===== src/rtl/stream_grant_arbiter_pkg.sv =====
// Shared types and helpers for the stream crossbar: arbiter state encoding and
// the id-width rule used by both the arbiter bank and the data net.
package stream_xbar_pkg;

    typedef enum logic {
        ARB_IDLE = 1'b0,
        ARB_BUSY = 1'b1
    } arb_state_t;

    // A one-entry index space still needs one bit so ports never collapse to zero width.
    function automatic int id_width(input int n);
        if (n > 1) begin
            return $clog2(n);
        end else begin
            return 1;
        end
    endfunction

endpackage


===== src/rtl/stream_grant_arbiter_if.sv =====
// Request/grant bundle between the input streams, the arbiter bank and the
// crossbar data net.
interface stream_grant_arbiter_if
    import stream_xbar_pkg::*;
#(
    parameter int S_DATA_COUNT = 2,
    parameter int M_DATA_COUNT = 3
) ();

    localparam int T_ID___WIDTH = id_width(S_DATA_COUNT);
    localparam int T_DEST_WIDTH = id_width(M_DATA_COUNT);

    logic [S_DATA_COUNT-1:0][T_DEST_WIDTH-1:0] s_dest_i;
    logic [S_DATA_COUNT-1:0]                   s_valid_i;
    logic [S_DATA_COUNT-1:0]                   s_last_i;
    logic [M_DATA_COUNT-1:0]                   m_ready_i;
    logic [M_DATA_COUNT-1:0][T_ID___WIDTH-1:0] grant_o;
    logic [M_DATA_COUNT-1:0]                   arbiter_ready_o;
    logic [M_DATA_COUNT-1:0]                   busy_o;

    modport master (
        output s_dest_i,
        output s_valid_i,
        output s_last_i,
        output m_ready_i,
        input  grant_o,
        input  arbiter_ready_o,
        input  busy_o
    );

    modport slave (
        input  s_dest_i,
        input  s_valid_i,
        input  s_last_i,
        input  m_ready_i,
        output grant_o,
        output arbiter_ready_o,
        output busy_o
    );

endinterface


===== src/rtl/stream_grant_arbiter_rr.sv =====
// Single-output round-robin arbiter: picks a requester, then holds the grant
// until the granted source's last beat is accepted downstream.
module rr_arbiter
    import stream_xbar_pkg::*;
#(
    parameter  int S_DATA_COUNT = 2,
    localparam int T_ID___WIDTH = id_width(S_DATA_COUNT)
) (
    input  logic                    clk_i,
    input  logic                    rst_i,
    input  logic [S_DATA_COUNT-1:0] i_req,
    input  logic [S_DATA_COUNT-1:0] i_last_req,
    input  logic                    i_ready,
    output logic [T_ID___WIDTH-1:0] o_grant,
    output logic                    o_busy
);

    localparam logic [T_ID___WIDTH-1:0] LAST_IDX = T_ID___WIDTH'(S_DATA_COUNT - 1);

    arb_state_t              r_state;
    arb_state_t              w_next_state;
    logic [T_ID___WIDTH-1:0] r_grant;
    logic [T_ID___WIDTH-1:0] w_next_grant;
    logic [T_ID___WIDTH-1:0] r_ptr;
    logic [T_ID___WIDTH-1:0] w_next_ptr;
    logic [T_ID___WIDTH-1:0] w_hi_idx;
    logic [T_ID___WIDTH-1:0] w_lo_idx;
    logic [T_ID___WIDTH-1:0] w_winner;
    logic                    w_hi_any;
    logic                    w_any;
    logic                    w_eop;

    // Round-robin search: lowest requester at or above the pointer, else lowest overall.
    always_comb begin
        w_hi_idx = '0;
        w_lo_idx = '0;
        w_hi_any = 1'b0;
        for (int i = S_DATA_COUNT - 1; i >= 0; i--) begin
            w_hi_idx = (i_req[i] && (T_ID___WIDTH'(i) >= r_ptr)) ? T_ID___WIDTH'(i) : w_hi_idx;
            w_hi_any = w_hi_any | (i_req[i] && (T_ID___WIDTH'(i) >= r_ptr));
            w_lo_idx = i_req[i] ? T_ID___WIDTH'(i) : w_lo_idx;
        end
        w_any    = |i_req;
        w_winner = w_hi_any ? w_hi_idx : w_lo_idx;
    end

    // End of packet: the currently granted source presents its last beat and it is accepted.
    always_comb begin
        w_eop = 1'b0;
        for (int i = 0; i < S_DATA_COUNT; i++) begin
            w_eop = w_eop | ((r_grant == T_ID___WIDTH'(i)) && i_last_req[i]);
        end
        w_eop = w_eop & i_ready;
    end

    // Next-state logic; grant and pointer only move when a new packet is accepted.
    always_comb begin
        w_next_state = r_state;
        w_next_grant = r_grant;
        w_next_ptr   = r_ptr;
        case (r_state)
            ARB_IDLE: begin
                if (w_any) begin
                    w_next_state = ARB_BUSY;
                    w_next_grant = w_winner;
                    w_next_ptr   = (w_winner == LAST_IDX) ? '0 : w_winner + T_ID___WIDTH'(1);
                end else begin
                    w_next_state = ARB_IDLE;
                end
            end
            ARB_BUSY: begin
                if (w_eop) begin
                    w_next_state = ARB_IDLE;
                end else begin
                    w_next_state = ARB_BUSY;
                end
            end
            default: begin
                w_next_state = ARB_IDLE;
            end
        endcase
    end

    // State, grant and pointer registers; reset abandons any locked packet.
    always_ff @(posedge clk_i or posedge rst_i) begin
        if (rst_i) begin
            r_state <= ARB_IDLE;
            r_grant <= '0;
            r_ptr   <= '0;
        end else begin
            r_state <= w_next_state;
            r_grant <= w_next_grant;
            r_ptr   <= w_next_ptr;
        end
    end

    assign o_grant = r_grant;
    assign o_busy  = (r_state == ARB_BUSY);

endmodule


===== src/rtl/stream_grant_arbiter.sv =====
// Per-output arbiter bank for the crossbar: forms the request matrix from the
// input streams and runs one independent round-robin arbiter per output.
module stream_grant_arbiter
    import stream_xbar_pkg::*;
#(
    parameter int S_DATA_COUNT = 2,
    parameter int M_DATA_COUNT = 3
) (
    input  logic                   clk_i,
    input  logic                   rst_i,
    stream_grant_arbiter_if.slave  bus
);

    localparam int T_ID___WIDTH = id_width(S_DATA_COUNT);
    localparam int T_DEST_WIDTH = id_width(M_DATA_COUNT);

    logic [M_DATA_COUNT-1:0][S_DATA_COUNT-1:0] w_req;
    logic [M_DATA_COUNT-1:0][S_DATA_COUNT-1:0] w_last_req;
    logic [M_DATA_COUNT-1:0][T_ID___WIDTH-1:0] w_grant;
    logic [M_DATA_COUNT-1:0]                   w_busy;

    // Request matrix; destinations beyond the last output match no row.
    always_comb begin
        w_req      = '0;
        w_last_req = '0;
        for (int j = 0; j < M_DATA_COUNT; j++) begin
            for (int i = 0; i < S_DATA_COUNT; i++) begin
                w_req[j][i]      = bus.s_valid_i[i] && (bus.s_dest_i[i] == T_DEST_WIDTH'(j));
                w_last_req[j][i] = w_req[j][i] && bus.s_last_i[i];
            end
        end
    end

    for (genvar j = 0; j < M_DATA_COUNT; j++) begin : g_out
        rr_arbiter #(
            .S_DATA_COUNT (S_DATA_COUNT)
        ) u_arb (
            .clk_i      (clk_i),
            .rst_i      (rst_i),
            .i_req      (w_req[j]),
            .i_last_req (w_last_req[j]),
            .i_ready    (bus.m_ready_i[j]),
            .o_grant    (w_grant[j]),
            .o_busy     (w_busy[j])
        );
    end

    assign bus.grant_o         = w_grant;
    assign bus.busy_o          = w_busy;
    assign bus.arbiter_ready_o = w_busy & bus.m_ready_i;

endmodule

===== src/flat_wrapper.sv =====
// flat-port wrapper written by rule: the top's interface ports become plain ports
module stream_grant_arbiter_flat import stream_xbar_pkg::*;
#(
    parameter int S_DATA_COUNT = 2,
    parameter int M_DATA_COUNT = 3
)
  (clk_i, rst_i, bus_s_dest_i, bus_s_valid_i, bus_s_last_i, bus_m_ready_i, bus_grant_o, bus_arbiter_ready_o, bus_busy_o);
  stream_grant_arbiter_if #(.S_DATA_COUNT(S_DATA_COUNT), .M_DATA_COUNT(M_DATA_COUNT)) bus_i ();
  input  logic clk_i;
  input  logic rst_i;
  input wire logic [$bits(bus_i.s_dest_i)-1:0] bus_s_dest_i;
  input wire logic [$bits(bus_i.s_valid_i)-1:0] bus_s_valid_i;
  input wire logic [$bits(bus_i.s_last_i)-1:0] bus_s_last_i;
  input wire logic [$bits(bus_i.m_ready_i)-1:0] bus_m_ready_i;
  output wire logic [$bits(bus_i.grant_o)-1:0] bus_grant_o;
  output wire logic [$bits(bus_i.arbiter_ready_o)-1:0] bus_arbiter_ready_o;
  output wire logic [$bits(bus_i.busy_o)-1:0] bus_busy_o;
  assign bus_i.s_dest_i = bus_s_dest_i;
  assign bus_i.s_valid_i = bus_s_valid_i;
  assign bus_i.s_last_i = bus_s_last_i;
  assign bus_i.m_ready_i = bus_m_ready_i;
  assign bus_grant_o = bus_i.grant_o;
  assign bus_arbiter_ready_o = bus_i.arbiter_ready_o;
  assign bus_busy_o = bus_i.busy_o;
  stream_grant_arbiter #(.S_DATA_COUNT(S_DATA_COUNT), .M_DATA_COUNT(M_DATA_COUNT)) u_core (.clk_i(clk_i), .rst_i(rst_i), .bus(bus_i));
endmodule

===== config.mk =====
export PLATFORM = sky130hd
export DESIGN_NAME = stream_grant_arbiter_flat
export DESIGN_NICKNAME = d
export VERILOG_FILES = /design/src/rtl/stream_grant_arbiter_pkg.sv /design/src/rtl/stream_grant_arbiter_if.sv /design/src/rtl/stream_grant_arbiter_rr.sv /design/src/rtl/stream_grant_arbiter.sv /design/src/flat_wrapper.sv
export SDC_FILE = /design/constraint.sdc
export NUM_CORES = 1
export LEC_CHECK = 0
export BUFFER_PORTS_ARGS = -buffer_cell sky130_fd_sc_hd__buf_2
export CAP_MARGIN = 15
export CORE_AREA = 5 5 42 44
export CTS_BUF_LIST = sky130_fd_sc_hd__clkbuf_8
export DETAILED_ROUTE_END_ITERATION = 12
export DIE_AREA = 0 0 47 49
export PLACE_DENSITY = 0.73
export REMOVE_ABC_BUFFERS = 1
export SLEW_MARGIN = 20
export SYNTH_ARGS = -nofsm -noshare
export SYNTH_HDL_FRONTEND = slang
export SYNTH_SLANG_ARGS = --single-unit

===== constraint.sdc =====
create_clock -name clk_i -period 1.3 [get_ports clk_i]
set_clock_uncertainty 0.2 [all_clocks]
set_input_delay 0.26 -clock clk_i [delete_from_list [all_inputs] [get_ports clk_i]]
set_output_delay 0.26 -clock clk_i [all_outputs]
set_load 0.05 [all_outputs]

; Word level (Yosys, flattened, before mapping)
; Index checks and enable logic that the tools add are counted.
; W data, S select, Z words.
[word_totals]
in_bits = 13
reg_bits = 9
wordCells = 97
output_inout_bits = 9
[classes]
reduce_logical = 32
magnitude_cmp = 6
add_sub_neg = 3
bitwise = 16
mux = 27
eq_ne = 4
[ops]
columns = operator, n
row1 = $logic_and A1 B1 Y1, 24
row2 = $mux W1, 24
row3 = $ge A1 B1 Y1 const A, 6
row4 = $not A1 Y1, 6
row5 = $or A1 B1 Y1, 6
row6 = $pmux W1 S2, 3
row7 = $reduce_and A2 Y1, 3
row8 = $reduce_or A2 Y1, 3
row9 = $eq A2 B1 Y1 const B, 2
row10 = $eq A2 B2 Y1 const B, 2
row11 = $logic_not A2 Y1, 2
row12 = $add A1 B1 Y1 const B, 3
row13 = $and A1 B1 Y1, 3
row14 = $and A3 B3 Y3, 1

; Depth between registers and ports, before layout
[depth]
depth_word = 8
ltp_mapped = 3
ltp_nobuf = 3

; By module
; A second synthesis with hierarchy kept.
[unflattened]
hier_cells = 51
hier_area_um2 = 564.3
[modules_own_cells]
columns = module, n_inst, cells_each, seq_area_each_um2, area_per_inst_um2
row1 = rr_arbiter, 3, 12, 75.1, 140.1
row2 = stream_grant_arbiter, 1, 15, 0.0, 143.9

; Least setup slack after synthesis
; Ideal clock, no wire load.
[synth_timing]
path_type = register to output
from = register u_core.g_out[1].u_arb.r_state
to = output bus_arbiter_ready_o[1]
arrival_time_ns = 0.876
path_stages_with_launch = 2
path_buffers = 0
slack_ns = -0.036
cell_sequence = dfrtp_1 and2_1
[synth_via]
elab_chain_cells = 1
[synth_lines]
columns = element, line_no
row1 = "start, declared", stream_grant_arbiter_rr.sv:20  ; arb_state_t r_state;
row2 = "start signal, assigned", stream_grant_arbiter_rr.sv:91  ; r_state <= w_next_state;
row3 = $and A3 B3 Y3, stream_grant_arbiter.sv:50  ; assign bus.arbiter_ready_o = w_busy & bus.m_ready_i;
row4 = "end, declared", flat_wrapper.sv:16  ; output wire logic [$bits(bus_i.arbiter_ready_o)-1:0] bus_arbiter_ready_o;
; No other way between the ends.

; Worst setup path after layout
; Same ends and word-level chain as after synthesis.

==> impl_metrics.csv <==
group,metric,value,unit
outcome,status,"finished, violations left",
outcome,violations,"negative setup slack",
placed_design,port_buffers,21,
cells_and_area,diodes,0,
detailed_routing,routedWlPerCell,13.0,um
cells_and_area,syn_to_final_growth,47.4,%
cells_and_area,fin_area,817,um^2
job,cap_violations,0,
critical_path,worst-path-stages,2,
timing,hold_violations,0,
power_and_ir_drop,p_leak,0.000370,uW
timing,max_freq,0.725,GHz
floorplanning,fp.dieW,47,um
synthesis,netlist_instances,58,
timing,timing.final.ws_setup,-0.0796,ns
power_and_ir_drop,vdd.ir_drop.worst,1120,uV
critical_path,critPathBufInv,1,
placed_design,gp_congestion,0.699,
placed_design,dpl.hpwl,921,um
global_route,track_usage,0.139,
timing,rsz0062_at_grt,"yes",
global_route,grt_pass1_vias,522,
critical_path,critPathLaunch,"u_core.g_out[1].u_arb.o_busy",
synthesis,synth_top_area_frac,0.406,
critical_path,reg2reg_depth,4,
critical_path,worst_setup_path_start_kind,"flop",
floorplanning,num_rows,14,
floorplanning,initial_core_util,0.396,
timing,max-slew-margin-rel,0.757,
timing,whs,0.0372,ns
critical_path,r2r_start,"u_core.g_out[0].u_arb.o_busy",
placed_design,dpl-instance-area,657,um^2
power_and_ir_drop,power.density,1940,nW/um^2
clocking,tritoncts,"yes",
critical_path,path_cells,"and2_4, buf_6",
critical_path,timing.rr.end,"u_core.g_out[0].u_arb.r_ptr",
timing,finalSetupViolCount,5,
cells_and_area,drive_gt1_frac,0.440,
clocking,cts.clk_slew.worst_paths,0.05,ns
critical_path,crit_required,0.84,ns
detailed_routing,dr.pass1.iters,2,
critical_path,r2r_slack,0.05,ns
timing,period_share,1.06,
synthesis,synth.area.top_cells,"dfrtp_1, buf_4, nand3b_1",
clocking,htree_levels,1,
synthesis,synth_top_cell_by_area,"dfrtp_1",
cells_and_area,utilization,0.583,
critical_path,cp_slowest_cell,"dfrtp_1",
cells_and_area,layout.nets,98,
worst_hold_path,hold_path.class,"input port to flop",
clocking,max-clock-path-buffers,2,
floorplanning,ios,22,
critical_path,max_stage_delay,0.39,ns
critical_path,crit_type,"flop to output pin",
critical_path,arrival,0.92,ns
global_route,gr-total-overflow,0,
critical_path,cpLargestDelayFamily,"flip-flops",
timing,worst_slew_pin_slew,0.364,ns
global_route,grt_max_degree,10,
global_route,grt_pass1_wl,2.20,mm
cells_and_area,multi_input_area,290,um^2
cells_and_area,final_common_cell,"buf_2",
timing,final-max-slew-violation-count,0,
synthesis,netlist_area,554,um^2
detailed_routing,vias,525,
clocking,cts_buffers,3,
detailed_routing,drt-initial-drc-count,8,
detailed_routing,drc_errors,0,
worst_hold_path,hold_path_end,"u_core.g_out[0].u_arb.o_busy",
synthesis,ys_warn_count,0,
cells_and_area,final_cell_mix,"buf_2, dfrtp_1, buf_6",
placed_design,pre_cts_slack,0.00962,ns
clocking,clk-insertion-delay-late,0.24,ns
detailed_routing,viasPerCell,5.25,
synthesis,ys_seq_area_frac,0.406,
global_route,antenna_found_initial,0,
timing,fin_crit,1.38,ns
floorplanning,die_h,49,um
critical_path,endpoint_kind,"output pin",
synthesis,synth.ff_latch_count,9,
critical_path,worst-path-max-fanout,3,
floorplanning,dieArea,2300,um^2
worst_hold_path,hp-start,"bus_m_ready_i[0]",
worst_hold_path,whs_path_depth,2,
cells_and_area,ff_latch_area,225,um^2
cells_and_area,nFillCells,123,
detailed_routing,ant_nets,0,
timing,tns,-0.311,ns
synthesis,synth_cell_types,23,
clocking,cts.sinks,9,
floorplanning,core_region_area,1400,um^2
clocking,cts-root-buf,"clkbuf_8",
detailed_routing,totalWireLength,1.30,mm
synthesis,syn_avg_cell_area,9.56,um^2
==> worst reg2reg max path, cell delays in order (launching register included) <==
cell and delay [ns]:
dfrtp_1 0.39, buf_4 0.17, nor4b_4 0.24, nor2_1 0.06, a21oi_1 0.11
==> registers in the layout, summed over array words and instances (netlist names) <==
name	count
u_core.g_out.u_arb.o_grant	3
u_core.g_out.u_arb.r_ptr	3
u_core.g_out.u_arb.o_busy	3
==> logic make-up (layout without fill, tap and decap cells) <==
logic type	Yosys count	in the layout	share of synthesized area
AND/OR/NAND/NOR	25	25	0.312
buffers and inverters	11	37	0.115
flip-flops	9	9	0.406
AO/OA/AOI/OAI	13	13	0.167
==> Yosys cell counts, drive strengths merged <==
master,instances
and2,3
nand2,1
nand4b,2
inv,5
o32a,2
nor3,1
nor2,6
a21oi,2
o21ai,2
dfrtp,9
nor3b,2
o22ai,2
nand4,2
a32o,1
nor2b,1
buf,6
nor4b,2
or3,1
o31ai,1
nand3b,4
a31oi,3
==> through the flow <==
stage          std cells  total power, uW
6_report             100             1580
3_3_place_gp          92             1080
5_1_grt              100             1680
2_1_floorplan         52              918
4_1_cts               99             1530
3_5_place_dp          92             1090
==> how the worst max path moves through the flow <==
| stage | to | slack, ns |
|---|---|---|
| CTS | bus_arbiter_ready_o[0] | -0.08 |
| global route | bus_arbiter_ready_o[2] | -0.13 |
| detailed placement | u_core.g_out[2].u_arb.o_grant | 0.01 |
| finish | bus_arbiter_ready_o[1] | -0.08 |
| floorplan | bus_arbiter_ready_o[1] | -0.38 |
| global placement | u_core.g_out[2].u_arb.o_grant | 0.02 |
==> metal layers <==
metal | global-route usage | vias up | wire length, um
met2 | 0.201 | 17 | 602
met1 | 0.165 | 242 | 581
met5 | 0 | - | 0
met4 | 0.111 | 0 | 27
met3 | 0.0369 | 4 | 89
li1 | - | 262 | -
==> final cells by class <==
| class | count | area share |
|---|---|---|
| well taps | 16 | 0.0245 |
| flip-flops and latches | 9 | 0.276 |
| clock inverters | 1 | 0.00459 |
| clock buffers | 3 | 0.0505 |
| multi-input cells | 38 | 0.355 |
| repair buffers | 28 | 0.266 |
| inverters | 5 | 0.0230 |
==> power by group <==
part	switching [uW]	leakage, uW	internal [uW]
clock	116	0.0000269	206
combinational	451	0.000243	324
sequential	91.7	0.000100	392
total	659	0.000370	922
==> what timing repair did <==
| action | 4_1_cts | 5_1_grt |
|---|---|---|
| buffers inserted | 2 | 1 |
| setup endpoints to repair | 9 | 10 |
| hold endpoints to repair | 9 | 0 |
| gates cloned | 0 | 0 |
| resized for setup | 14 | 10 |
| hold buffers | 1 | 0 |
Note: power is estimated with default switching activity, not from simulation.
